**src/rtl/inst_fetch_pkg.sv**
```systemverilog
// Shared constants and the FIFO entry type for the instruction-fetch front end.
package inst_fetch_pkg;
    localparam int              XLEN     = 32;
    localparam logic [XLEN-1:0] NOP_INST = 32'h0000_0013;
    localparam logic [XLEN-1:0] PC_INC   = 32'd4;

    typedef struct packed {
        logic [XLEN-1:0] pc;
        logic [XLEN-1:0] inst;
    } fetch_entry_t;
endpackage

```
**src/rtl/fetch_fifo.sv**
```systemverilog
// Synchronous FIFO with flush, occupancy count and same-cycle push/pop.
// A push into a full FIFO is accepted only when a pop happens in the same cycle.
module fetch_fifo #(
    parameter int WIDTH = 64,
    parameter int DEPTH = 2
) (
    input  logic                   i_clk,
    input  logic                   i_rst_n,
    input  logic                   i_flush,
    input  logic                   i_push,
    input  logic [WIDTH-1:0]       i_data,
    input  logic                   i_pop,
    output logic [WIDTH-1:0]       o_data,
    output logic [$clog2(DEPTH):0] o_count,
    output logic                   o_empty
);
    localparam int            AW       = $clog2(DEPTH);
    localparam logic [AW:0]   FULL_CNT = DEPTH[AW:0];

    logic [WIDTH-1:0] mem_q [DEPTH];
    logic [AW-1:0]    wptr_q, wptr_d, rptr_q, rptr_d;
    logic [AW:0]      count_q, count_d;
    logic             do_push, do_pop;

    assign o_empty = (count_q == '0);
    assign do_pop  = i_pop && !o_empty;
    assign do_push = i_push && ((count_q != FULL_CNT) || do_pop);
    assign o_data  = mem_q[rptr_q];
    assign o_count = count_q;

    always_comb begin
        wptr_d  = wptr_q;
        rptr_d  = rptr_q;
        count_d = count_q;
        if (i_flush) begin
            wptr_d  = '0;
            rptr_d  = '0;
            count_d = '0;
        end else begin
            if (do_push) wptr_d = wptr_q + AW'(1);
            if (do_pop)  rptr_d = rptr_q + AW'(1);
            count_d = count_q + {{AW{1'b0}}, do_push} - {{AW{1'b0}}, do_pop};
        end
    end

    always_ff @(posedge i_clk or negedge i_rst_n) begin
        if (!i_rst_n) begin
            wptr_q  <= '0;
            rptr_q  <= '0;
            count_q <= '0;
        end else begin
            wptr_q  <= wptr_d;
            rptr_q  <= rptr_d;
            count_q <= count_d;
        end
    end

    always_ff @(posedge i_clk) begin
        if (do_push && !i_flush) mem_q[wptr_q] <= i_data;
    end
endmodule

```
**src/rtl/inst_fetch.sv**
```systemverilog
// Instruction-fetch front end: in-order imem reads, response FIFO, redirect squash.
// Define INST_FETCH_ALIGN_CHECK_EN to add o_misaligned and halt fetch on a misaligned redirect.
module inst_fetch
    import inst_fetch_pkg::*;
#(
    parameter logic [31:0] RESET_ADDR = 32'h0000_0000,
    parameter int          BUF_DEPTH  = 2
) (
    input  logic        i_clk,
    input  logic        i_rst_n,
    output logic        o_imem_ren,
    output logic [31:0] o_imem_raddr,
    input  logic        i_imem_rvalid,
    input  logic [31:0] i_imem_rdata,
    input  logic        i_stall,
    input  logic        i_redirect,
    input  logic [31:0] i_redirect_pc,
    output logic        o_valid,
    output logic [31:0] o_inst,
`ifdef INST_FETCH_ALIGN_CHECK_EN
    output logic        o_misaligned,
`endif
    output logic [31:0] o_pc
);
    localparam int            AW      = $clog2(BUF_DEPTH);
    localparam logic [AW+1:0] CREDITS = BUF_DEPTH[AW+1:0];

    fetch_entry_t  head, push_entry;
    logic [31:0]   fetch_pc_q, fetch_pc_d, redirect_tgt, pcq_head;
    logic [AW:0]   fifo_count, pcq_count, drop_q, drop_d;
    logic [AW+1:0] credit_used;
    logic          fifo_empty, pcq_empty, run_q, halt;
    logic          resp, pop, issue, fifo_push;

`ifdef INST_FETCH_ALIGN_CHECK_EN
    logic misaligned_q, misaligned_d;

    assign redirect_tgt = i_redirect_pc;
    assign misaligned_d = misaligned_q || (i_redirect && (i_redirect_pc[1:0] != 2'b00));
    assign halt         = misaligned_q;
    assign o_misaligned = misaligned_q;

    always_ff @(posedge i_clk or negedge i_rst_n) begin
        if (!i_rst_n) misaligned_q <= 1'b0;
        else          misaligned_q <= misaligned_d;
    end
`else
    assign redirect_tgt = i_redirect_pc & ~32'h3;
    assign halt         = 1'b0;
`endif

    // In-flight PC queue occupancy is the outstanding-read count; the credit
    // check counts a same-cycle pop so a full pipe keeps streaming.
    assign pop         = o_valid && !i_stall && !i_redirect;
    assign resp        = i_imem_rvalid && !pcq_empty;
    assign fifo_push   = resp && (drop_q == '0) && !i_redirect;
    assign credit_used = {1'b0, fifo_count} + {1'b0, pcq_count} - {{(AW+1){1'b0}}, pop};
    assign issue       = run_q && !halt && !i_redirect && (credit_used < CREDITS);
    assign push_entry  = '{pc: pcq_head, inst: i_imem_rdata};

    always_comb begin
        drop_d     = drop_q;
        fetch_pc_d = fetch_pc_q;
        if (i_redirect) begin
            drop_d = pcq_count - {{AW{1'b0}}, resp};
            if (!halt) fetch_pc_d = redirect_tgt;
        end else begin
            if (resp && (drop_q != '0)) drop_d = drop_q - {{AW{1'b0}}, 1'b1};
            if (issue) fetch_pc_d = fetch_pc_q + PC_INC;
        end
    end

    always_ff @(posedge i_clk or negedge i_rst_n) begin
        if (!i_rst_n) begin
            fetch_pc_q <= RESET_ADDR;
            drop_q     <= '0;
            run_q      <= 1'b0;
        end else begin
            fetch_pc_q <= fetch_pc_d;
            drop_q     <= drop_d;
            run_q      <= 1'b1;
        end
    end

    fetch_fifo #(.WIDTH($bits(fetch_entry_t)), .DEPTH(BUF_DEPTH)) u_inst_fifo (
        .i_clk   (i_clk),
        .i_rst_n (i_rst_n),
        .i_flush (i_redirect),
        .i_push  (fifo_push),
        .i_data  (push_entry),
        .i_pop   (pop),
        .o_data  (head),
        .o_count (fifo_count),
        .o_empty (fifo_empty)
    );

    fetch_fifo #(.WIDTH(32), .DEPTH(BUF_DEPTH)) u_pc_queue (
        .i_clk   (i_clk),
        .i_rst_n (i_rst_n),
        .i_flush (1'b0),
        .i_push  (issue),
        .i_data  (fetch_pc_q),
        .i_pop   (resp),
        .o_data  (pcq_head),
        .o_count (pcq_count),
        .o_empty (pcq_empty)
    );

    assign o_imem_ren   = issue;
    assign o_imem_raddr = fetch_pc_q;
    assign o_valid      = !fifo_empty;
    assign o_inst       = o_valid ? head.inst : NOP_INST;
    assign o_pc         = o_valid ? head.pc : fetch_pc_q;

`ifndef SYNTHESIS
    always_ff @(posedge i_clk) begin
        if (i_rst_n) assert (!(i_imem_rvalid && pcq_empty))
            else $error("inst_fetch: read data returned with no read outstanding");
    end
`endif
endmodule

```
**config.mk**
```make
export PLATFORM = sky130hd
export DESIGN_NAME = inst_fetch
export DESIGN_NICKNAME = d
export VERILOG_FILES = /design/src/rtl/inst_fetch_pkg.sv /design/src/rtl/fetch_fifo.sv /design/src/rtl/inst_fetch.sv
export SDC_FILE = /design/constraint.sdc
export NUM_CORES = 1
export LEC_CHECK = 0
export BUFFER_PORTS_ARGS = -buffer_cell sky130_fd_sc_hd__buf_2
export CORE_ASPECT_RATIO = 0.6
export CORE_MARGIN = 1
export CORE_UTILIZATION = 56
export DETAILED_ROUTE_END_ITERATION = 10
export PLACE_DENSITY = 0.8
export SLEW_MARGIN = 5
export SYNTH_ARGS = -nofsm -noshare
export SYNTH_HDL_FRONTEND = slang
export SYNTH_SLANG_ARGS = --single-unit
```
**constraint.sdc**
```tcl
create_clock -name i_clk -period 5.72 [get_ports i_clk]
set_clock_uncertainty 0.15 [all_clocks]
set_input_delay 0.572 -clock i_clk [delete_from_list [all_inputs] [get_ports i_clk]]
set_output_delay 0.572 -clock i_clk [all_outputs]
set_load 0.1 [all_outputs]
```
==> results of run 1 <==
## cells in the mapped netlist, types with 2 or more instances
cell type	count	area share (%)
nand3_1	20	1.0
o311ai_0	5	0.46
or4_1	4	0.31
a211o_1	3	0.27
ha_1	8	1.0
mux2_2	30	3.5
xor2_1	7	0.64
nor4_1	6	0.39
dfrtp_1	41	11
a221o_1	4	0.42
o311a_1	4	0.42
nand2b_1	2	0.13
nor3b_1	2	0.16
nor2_1	45	1.8
buf_2	3	0.16
a211oi_1	2	0.16
edfxtp_1	184	58
buf_1	7	0.27
nand2_1	61	2.4
nor3_1	9	0.47
xnor2_1	9	0.82
or3_1	3	0.20
nand4_1	18	1.2
nor4b_1	2	0.18
o211ai_1	3	0.23
o31ai_1	7	0.55
a31oi_1	2	0.13
conb_1	2	0.078
mux2i_1	65	6.8
clkbuf_8	5	0.72
a21boi_0	2	0.16
and3_1	3	0.20
o21ai_0	43	2.2
nor2b_1	8	0.52
inv_1	13	0.51
buf_4	5	0.39
a22oi_1	3	0.23
and2_1	4	0.26
and4_1	5	0.46
clkbuf_1	24	0.94
a21oi_1	5	0.26
## placed cells by master (no fill, tap or decap), types with 6 or more instances in the layout
cell type | netlist | routed
nand2_1 | 61 | 61
dfrtp_1 | 41 | 40
o31ai_1 | 7 | 7
clkbuf_1 | 24 | 6
o21ai_0 | 43 | 43
nand3_1 | 20 | 20
clkbuf_16 | 0 | 21
xnor2_1 | 9 | 9
nor3_1 | 9 | 9
buf_2 | 3 | 160
xor2_1 | 7 | 7
inv_1 | 13 | 13
nor4_1 | 6 | 6
nor2b_1 | 8 | 6
nor2_1 | 45 | 44
mux2_2 | 30 | 30
edfxtp_1 | 184 | 184
nand4_1 | 18 | 18
mux2i_1 | 65 | 65
ha_1 | 8 | 8
buf_4 | 5 | 6
## flip-flops by register name, summed over array words and instances (netlist names)
register             cells
o_imem_raddr            30
u_pc_queue.rptr_q        1
run_q                    1
u_inst_fifo.o_count      2
u_pc_queue.wptr_q        1
u_pc_queue.o_count       2
drop_q                   2
u_inst_fifo.wptr_q       1
u_inst_fifo.mem_q      124
u_pc_queue.mem_q        60
u_inst_fifo.rptr_q       1
## kinds of logic (layout without fill, tap and decap cells)
kind of cell / count (synthesis) / after routing / share of synthesized area, %
other: 2 / 5 / 0.0782
AO/OA/AOI/OAI: 87 / 87 / 5.85
adder cells (fa/ha/maj): 9 / 9 / 1.25
XOR/XNOR: 16 / 16 / 1.46
multiplexers: 95 / 95 / 10.3
buffers and inverters: 58 / 218 / 3.10
flip-flops: 225 / 225 / 68.2
AND/OR/NAND/NOR: 194 / 194 / 9.76
## critical path: stages (launching register included)
cell and delay [ns]:
dfrtp_1 0.43, nor2_4 0.06, nor3_1 0.27, ha_1 0.30
nand2b_1 0.16, fa_1 0.43, xor2_1 0.40, nand2_1 0.31
a211oi_1 0.60, nor2b_4 0.90
## power by group
group	total [mW]	internal [mW]	switching, mW
Sequential	2.17	2.01	0.166
Clock	1.39	0.813	0.581
Combinational	2.24	0.451	1.79
## worst min path at each step
stage,from,endpoint,slack [ns],depth (start not counted)
after floorplan,i_rst_n,drop_q[0]$_DFFE_PN0P_,0.13,0
after global placement,u_pc_queue.wptr_q$_DFFE_PN0N_,u_pc_queue.wptr_q$_DFFE_PN0N_,0.37,1
after detailed placement,u_pc_queue.mem_q[1][12]$_DFFE_PP_,u_inst_fifo.mem_q[1][44]$_DFFE_PP_,0.40,1
after CTS,i_imem_rdata[14],u_inst_fifo.mem_q[1][14]$_DFFE_PP_,0.09,1
after global routing,i_imem_rdata[15],u_inst_fifo.mem_q[1][15]$_DFFE_PP_,0.09,1
final,i_rst_n,o_imem_raddr[25]$_DFFE_PN0P_,0.08,1
## routing by layer
layer | up-vias | part of all wire [%] | global-route usage (%)
met5 | - | 0 | 0
met4 | 0 | 2.2 | 8.04
met3 | 48 | 8.4 | 4.38
met2 | 311 | 45 | 37.2
met1 | 3014 | 44 | 35.1
li1 | 2857 | - | -
## final cells by class
cell class	instances	area (sq um)
Clock inverter	8	98.8
Sequential cell	225	6560
Clock buffer	30	589
Inverter	13	48.8
Fill cell	1162	5250
Multi-Input combinational cell	406	2790
Tap cell	228	285
Timing Repair Buffer	167	866
## metrics by stage
| stage | worst slack, ns | total power, mW | instances |
|---|---|---|---|
| after detailed placement | 1.25 | 4.44 | 1039 |
| after floorplan | 0.710 | 4.03 | 689 |
| after global routing | 1.11 | 6.01 | 1077 |
| after CTS | 1.38 | 5.82 | 1077 |
| final | 1.31 | 5.81 | 1077 |
| after global placement | 1.46 | 4.37 | 1039 |
==> flow_metrics.py, run 1 <==
metrics = {
    "status": {
        "outcome": "finished, final reports clean",
    },
    "critical_path": {
        "timing.critical_path.fanout_max": 30,
        "critPathKind": "reg -> reg",
        "critPathCaptureType": "flip-flop",
        "reg2reg_slack_ns": 1.31,
        "setup.worst_path.start_class": "flip-flop",
        "crit_start": "u_inst_fifo.o_count[1]$_DFF_PN0_",
        "reg2reg_depth": 9,
        "rr_endpoint": "u_pc_queue.mem_q[0][18]$_DFFE_PP_",
        "r2r-start": "u_inst_fifo.o_count[1]$_DFF_PN0_",
        "crit_end": "u_pc_queue.mem_q[0][18]$_DFFE_PP_",
        "arrival_ns": 4.38,
        "cp.required_ns": 5.69,
    },
    "timing": {
        "clock.fmax_ghz": 0.227,
        "worstMarginPinSlew_ns": 1.16,
        "finalHoldViolations": 0,
        "tns_ns": 0,
        "maxSlewViolCount": 0,
        "finalSetupViolCount": 0,
        "period_needed_ns": 4.41,
        "rsz0062_at_grt": "no",
        "hold-worst-slack_ns": 0.0816,
        "fin_crit_sh_pct": 77.1,
        "slew_headroom_pct": 22.7,
    },
    "logic_synthesis": {
        "yosysWarnings": 0,
        "synth.ff_latch_count": 225,
        "syn_avg_cell_area_sq_um": 14.0,
        "ys_types": 49,
        "ys.flop_type": "edfxtp_1",
        "synth_edf_count": 184,
        "synth-async-reset-ratio_pct": 18.2,
        "yosysSeqAreaShare_pct": 68.2,
        "synth_area_sq_um": 9600,
        "syn_inst": 686,
    },
    "power_and_ir_drop": {
        "leakagePower_nw": 4.19,
        "powerDensity_nw_per_um2": 517,
        "max-vdd-ir-drop_mv": 0.347,
    },
    "cells_and_area": {
        "stdcell_area_sq_um": 11200,
        "synthToLayoutAreaGrowth_pct": 17.0,
        "final_nets": 912,
        "diodes": 0,
        "drive_gt1_share_pct": 27.6,
        "fin_util_pct": 68.1,
    },
    "floorplanning": {
        "initial_core_util_pct": 58.3,
        "fp.dieW_microns": 171,
        "dieArea_sq_um": 17700,
        "core_sq_um": 16500,
        "ios": 167,
        "num_rows": 36,
        "die_h_microns": 103,
    },
    "cts": {
        "post_cts_buffers": 0,
        "cts_tree": "done",
        "cts_root_buf": "clkbuf_16",
        "clock_path_buffers": 3,
        "clk_transition_reported_paths_ns": 0.06,
        "clock-sinks": 225,
        "cts_resized": 0,
        "cts_inserted_buffers": 21,
        "cts_htree_levels": 1,
        "insertion_delay_ns": 0.50,
        "cts_hold_buf": 0,
    },
    "placed_design": {
        "gp_congestion": 0.854,
        "io_buffers": 160,
        "hpwl_microns": 13500,
        "placed_area_sq_um": 10500,
    },
    "route": {
        "drc": 0,
        "via_per_inst": 5.78,
        "first_pass_iters": 5,
        "drtIter0Drc": 719,
        "vias": 6230,
        "post_drt_wl_per_cell_microns": 19.6,
        "antenna_left": 0,
        "drt-total-wl_microns": 21100,
    },
    "run": {
        "drv_cap": 0,
    },
    "grt": {
        "grt_overflow": 0,
        "grt_pass1_vias": 5962,
        "grt_max_degree": 94,
        "antenna_found_initial": 0,
        "grt_pass1_wl_microns": 32000,
        "track_usage_pct": 24.1,
    },
    "min_path": {
        "hold_path_class": "in -> async",
    },
}
No activity file was read; power rests on OpenSTA's default activity.
==> run 2, diff against run 1 <==
--- a/config.mk
+++ b/config.mk
@@ -8,9 +8,9 @@
 export BUFFER_PORTS_ARGS = -buffer_cell sky130_fd_sc_hd__buf_2
 export CORE_ASPECT_RATIO = 0.6
 export CORE_MARGIN = 1
-export CORE_UTILIZATION = 56
+export CORE_UTILIZATION = 51
 export DETAILED_ROUTE_END_ITERATION = 10
-export PLACE_DENSITY = 0.8
+export PLACE_DENSITY = 0.77
 export SLEW_MARGIN = 5
 export SYNTH_ARGS = -nofsm -noshare
 export SYNTH_HDL_FRONTEND = slang
==> constraint.sdc (replaced) <==
create_clock -name i_clk -period 3.7 [get_ports i_clk]
set_clock_uncertainty 0.15 [all_clocks]
set_input_delay 0.37 -clock i_clk [delete_from_list [all_inputs] [get_ports i_clk]]
set_output_delay 0.37 -clock i_clk [all_outputs]
set_load 0.1 [all_outputs]
==> run 2 against run 1 <==
  * The run now ends with DRC left
  * Design area grew 6.3%
  * Combinational power up 59%
  * Non-clock buffer count grew 68
  * Critical path depth is the same
  * Largest power group unchanged
  * Highest routed layer unchanged
==> flow_metrics.py, run 2 (synthesized netlist as in run 1, its figures left out) <==
metrics = {
    "timing": {
        "tns_ns": 0,
        "worstMarginPinSlew_ns": 0.959,
        "period_needed_ns": 3.45,
        "finalSetupViolCount": 0,
        "clock.fmax_ghz": 0.290,
        "rsz0062_at_grt": "no",
        "finalHoldViolations": 0,
        "fin_crit_sh_pct": 93.3,
        "slew_headroom_pct": 36.1,
        "fin_ws_ns": 0.247,
        "maxSlewViolCount": 0,
    },
    "floorplanning": {
        "core_sq_um": 18300,
        "initial_core_util_pct": 52.6,
        "ios": 167,
        "fp.dieW_microns": 179,
        "dieArea_sq_um": 19400,
        "num_rows": 38,
        "die_h_microns": 108,
    },
    "grt": {
        "grt_pass1_vias": 5999,
        "track_usage_pct": 21.6,
        "grt_overflow": 0,
        "grt_pass1_wl_microns": 31900,
        "grt_max_degree": 94,
        "antenna_found_initial": 0,
    },
    "route": {
        "via_per_inst": 5.45,
        "drt-total-wl_microns": 20700,
        "drtIter0Drc": 555,
        "antenna_left": 0,
        "vias": 6308,
        "post_drt_wl_per_cell_microns": 17.9,
        "drc": 20,
        "first_pass_iters": 8,
    },
    "cts": {
        "clock-sinks": 225,
        "cts_inserted_buffers": 21,
        "clock_path_buffers": 3,
        "cts_hold_buf": 60,
        "cts_root_buf": "clkbuf_16",
        "post_cts_buffers": 0,
        "cts_tree": "done",
        "cts_resized": 0,
        "insertion_delay_ns": 0.50,
        "cts_htree_levels": 1,
        "clk_transition_reported_paths_ns": 0.06,
    },
    "critical_path": {
        "critPathKind": "reg -> reg",
        "critPathCaptureType": "flip-flop",
        "setup.worst_path.start_class": "flip-flop",
        "arrival_ns": 3.68,
        "crit_family": "simple AND/OR/NAND/NOR gates",
        "cp_slowest_cell": "or4_1",
        "critical_path_buf_inv_count": 0,
        "slowest_delay_ns": 0.83,
        "crit_start": "u_inst_fifo.o_count[1]$_DFF_PN0_",
        "r2r-start": "u_inst_fifo.o_count[1]$_DFF_PN0_",
        "cp.depth": 9,
        "cp.required_ns": 3.93,
        "reg2reg_depth": 9,
        "path_cells": "nor2_4, nor3_1, ha_1, nand2b_1, fa_1, xnor2_1, or4_1, o311a_1, a221o_1",
        "timing.critical_path.fanout_max": 15,
    },
    "power_and_ir_drop": {
        "powerDensity_nw_per_um2": 749,
        "leakagePower_nw": 4.47,
        "max-vdd-ir-drop_mv": 0.438,
    },
    "status": {
        "outcome": "finished with violations",
        "violations": "DRC",
    },
    "cells_and_area": {
        "largest_reg_flops": 124,
        "final_cell_mix": "184 x edfxtp_1, 159 x buf_2, 65 x mux2i_1",
        "synthToLayoutAreaGrowth_pct": 24.3,
        "final_nets": 980,
        "top_register": "u_inst_fifo.mem_q",
        "diodes": 0,
        "drive_gt1_share_pct": 27.0,
        "final_common_cell": "edfxtp_1",
    },
    "placed_design": {
        "hpwl_microns": 13100,
        "io_buffers": 160,
        "pre_cts_slack_ns": 0.199,
        "gp_congestion": 0.783,
    },
    "min_path": {
        "hold_path_class": "in -> reg",
        "holdPathStages": 3,
        "hold_start": "i_redirect_pc[9]",
    },
    "run": {
        "drv_cap": 0,
    },
}
[run 2: changes by cell type in the layout (fill, tap and decap cells not counted), sizes merged]
| cell | change |
|---|---|
| dlygate4sd3 | +60 |
| buf | +8 |
| bufinv | -2 |
| clkbuf | +1 |
| clkinv | +1 |
| clkinvlp | +1 |
| inv | -1 |
[run 2: per-layer routing]
metal | vias up | GRT usage (%) | wire (microns)
met1 | 3062 | 32.6 | 9900
met4 | 0 | 6.36 | 471
met2 | 219 | 32.7 | 9240
met3 | 32 | 3.16 | 1130
met5 | - | 0 | 0
li1 | 2995 | - | -
[run 2: final timing paths]
path                                                   to  slack, ns
max                          o_imem_raddr[20]$_DFFE_PN0P_       0.25
min                           o_imem_raddr[9]$_DFFE_PN0P_       0.02
max reg2reg                  o_imem_raddr[20]$_DFFE_PN0P_       0.25
min reg2reg                 u_pc_queue.wptr_q$_DFFE_PN0N_       0.40
max in group asynchronous  u_inst_fifo.rptr_q$_DFFE_PN0P_       2.31
min in group asynchronous  u_inst_fifo.rptr_q$_DFFE_PN0P_       0.40
[run 2: where the power goes]
group	total, mW	leakage [nW]	switching (mW)	internal, mW
clock	2.04	0.315	0.900	1.14
sequential	3.33	2.15	0.232	3.10
combinational	3.57	2.00	2.80	0.770
total	8.94	4.47	3.94	5.01
[run 2: metrics by stage]
| step | total power, mW | std cells | area (sq um) | hold WS (ns) | util, % |
|---|---|---|---|---|---|
| floorplan | 6.26 | 689 | 9660 | -0.0756 | - |
| global route | 9.30 | 1157 | 11900 | 0.00570 | 65.4 |
| global placement | 6.86 | 1059 | 10700 | 0.374 | 58.5 |
| finish | 8.94 | 1157 | 11900 | 0.0157 | 65.4 |
| CTS | 8.99 | 1157 | 11900 | 0.00108 | 65.4 |
| detailed placement | 6.91 | 1059 | 10700 | 0.385 | 58.5 |
[run 2: worst min-delay path: stages]
cell and delay [ns]:
buf_2 0.11, nor2_1 0.09, a31oi_1 0.05
[run 2: layout make-up]
cell class | count | area, sq um
inverters | 13 | 48.8
clock inverters | 7 | 47.5
repair buffers | 235 | 1570
well taps | 240 | 300
clock buffers | 31 | 603
fillers | 1367 | 6320
flip-flops and latches | 225 | 6560
multi-input cells | 406 | 2820
==> run 3, diff against run 2 <==
==> constraint.sdc (replaced) <==
create_clock -name i_clk -period 3.7 [get_ports i_clk]
set_clock_uncertainty 0.15 [all_clocks]
set_input_delay 0.185 -clock i_clk [delete_from_list [all_inputs] [get_ports i_clk]]
set_output_delay 0.185 -clock i_clk [all_outputs]
set_load 0.1 [all_outputs]
==> run 3 against run 2 <==
  * The flow still finishes with violations (DRC)
  * Sequential share of layout area down 0.51 points
  * Critical path depth up 1
  * Clock power up 5%
  * Global-route usage up 0.89 points
  * Register-to-register slack better by 0.10 ns
  * Highest routed layer unchanged
  * Power up 1.5%
  * Sequential power about the same
  * Setup slack better by 0.10 ns
  * Count of clock-buffer cells in the layout down 1
  * Critical path type unchanged
  * Via count up 2.1%
  * Core utilization up 0.62 points
  * First-iteration DRC count down 6.3%
==> flow_metrics.py, run 3 (synthesized netlist as in run 1, its figures left out) <==
metrics = {
    "critical_path": {
        "arrival_ns": 3.39,
        "setup.worst_path.start_class": "flip-flop",
        "timing.critical_path.fanout_max": 21,
        "critPathKind": "reg -> reg",
        "reg2reg_depth": 10,
        "critPathCaptureType": "flip-flop",
        "cp.required_ns": 3.74,
    },
    "placed_design": {
        "gp_congestion": 0.797,
        "dpl.cell_count": 1063,
        "pre_cts_slack_ns": 0.346,
        "io_buffers": 160,
        "hpwl_microns": 13200,
        "placed_area_sq_um": 10700,
    },
    "cts": {
        "cts_htree_levels": 1,
        "clk_transition_reported_paths_ns": 0.06,
        "cts_resized": 0,
        "cts_root_buf": "clkbuf_16",
        "clock_path_buffers": 3,
        "cts_inserted_buffers": 21,
        "cts_hold_buf": 64,
        "clock-sinks": 225,
        "post_cts_buffers": 0,
        "insertion_delay_ns": 0.49,
        "cts_tree": "done",
    },
    "grt": {
        "busiest_layer": "met2",
        "grt_pass1_vias": 6043,
        "grt_max_degree": 94,
        "met1_usage_pct": 33.4,
        "grt_overflow": 0,
        "met2_usage_pct": 35.1,
        "track_usage_pct": 22.5,
        "antenna_found_initial": 0,
        "grt_pass1_wl_microns": 32900,
        "grt_use_met3_pct": 3.76,
    },
    "power_and_ir_drop": {
        "combPwrFrac_pct": 39.5,
        "switchingPower_mw": 3.92,
        "total_power_mw": 9.08,
        "internal_power_mw": 5.16,
        "powerDensity_nw_per_um2": 754,
        "netSwitchingFraction_pct": 43.2,
        "max-vdd-ir-drop_mv": 0.407,
        "p_clk_share_pct": 23.7,
        "leakagePower_nw": 4.53,
        "p_seq_share_pct": 36.8,
    },
    "timing": {
        "fin_ws_ns": 0.347,
        "finalSetupViolCount": 0,
        "finalHoldViolations": 0,
        "period_needed_ns": 3.35,
        "worstMarginPinSlew_ns": 1.02,
        "tns_ns": 0,
        "maxSlewViolCount": 0,
        "clock.fmax_ghz": 0.298,
        "fin_crit_sh_pct": 90.6,
        "rsz0062_at_grt": "no",
        "slew_headroom_pct": 32.0,
    },
    "cells_and_area": {
        "fin_cells": 1164,
        "final_cell_mix": "184 x edfxtp_1, 159 x buf_2, 65 x mux2i_1",
        "diodes": 0,
        "top_register": "u_inst_fifo.mem_q",
        "synthToLayoutAreaGrowth_pct": 25.5,
        "largest_reg_flops": 124,
        "stdcell_area_sq_um": 12100,
        "drive_gt1_share_pct": 27.2,
        "final_nets": 988,
        "final_common_cell": "edfxtp_1",
    },
    "route": {
        "drt-total-wl_microns": 21800,
        "first_pass_iters": 8,
        "vias": 6443,
        "antenna_left": 0,
        "drc": 20,
        "via_per_inst": 5.54,
        "post_drt_wl_per_cell_microns": 18.7,
        "drtIter0Drc": 520,
    },
    "floorplanning": {
        "num_rows": 38,
        "initial_core_util_pct": 52.6,
        "core_sq_um": 18300,
        "dieArea_sq_um": 19400,
        "ios": 167,
        "fp.dieW_microns": 179,
        "die_h_microns": 108,
    },
    "min_path": {
        "hold_path_class": "in -> reg",
        "holdPathStages": 3,
    },
    "status": {
        "outcome": "finished with violations",
        "violations": "DRC",
    },
    "run": {
        "drv_cap": 0,
    },
}
==> run 3: cell types whose count changed in the layout (fill, tap and decap cells not counted), sizes merged <==
cell	delta
buf	+4
dlygate4sd3	+4
bufinv	+2
clkbuf	-1
clkinvlp	-1
inv	-1
==> run 3: final cells by class <==
| type | count | area [sq um] |
|---|---|---|
| sequential | 225 | 6560 |
| fill | 1330 | 6210 |
| multi-input combinational | 406 | 2820 |
| timing repair buffer | 243 | 1640 |
| clock buffer | 30 | 609 |
| tap | 240 | 300 |
| clock inverter | 7 | 85.1 |
| inverter | 13 | 48.8 |
==> run 3: worst max-delay path, stage by stage, from the launching register on <==
cell	delay, ns
dfrtp_1	0.42
nor2_4	0.04
nor3_1	0.19
ha_1	0.28
nand2b_1	0.15
fa_1	0.43
xor2_2	0.30
nand2_2	0.20
a211oi_4	0.26
and2_2	0.38
buf_12	0.23
==> run 3: final timing paths <==
kind / start / to / slack [ns]
setup / recovery: u_inst_fifo.o_count[0]$_DFF_PN0_ / u_pc_queue.mem_q[1][16]$_DFFE_PP_ / 0.35
setup reg to reg: u_inst_fifo.o_count[0]$_DFF_PN0_ / u_pc_queue.mem_q[1][16]$_DFFE_PP_ / 0.35
max in group asynchronous: i_rst_n / u_inst_fifo.rptr_q$_DFFE_PN0P_ / 2.39
hold / removal: i_imem_rvalid / u_pc_queue.rptr_q$_DFFE_PN0P_ / 0.11
hold reg to reg: u_pc_queue.wptr_q$_DFFE_PN0N_ / u_pc_queue.wptr_q$_DFFE_PN0N_ / 0.39
min in group asynchronous: i_rst_n / o_imem_raddr[4]$_DFFE_PN0P_ / 0.27
==> run 3: power groups by stage <==
stage               clock network (mW)  registers, mW  logic, mW
global placement                     0           3.38       3.49
floorplan                            0           3.57       2.69
detailed placement                   0           3.39       3.53
finish                            2.15           3.34       3.59
CTS                               2.19           3.34       3.59
global route                      2.29           3.37       3.77
==> run 3: per-stage QoR <==
stage               hold WS (ns)  utilization [%]
finish                     0.107             66.0
global placement           0.222             58.7
detailed placement         0.226             58.7
CTS                       0.0768             66.0
floorplan                 -0.261                -
global route               0.106             66.0
==> run 3: per-layer routing <==
metal	up-vias	part of all wire [%]
li1	3013	-
met1	3161	46
met2	236	46
met3	33	6.5
met4	0	1.7
met5	-	0
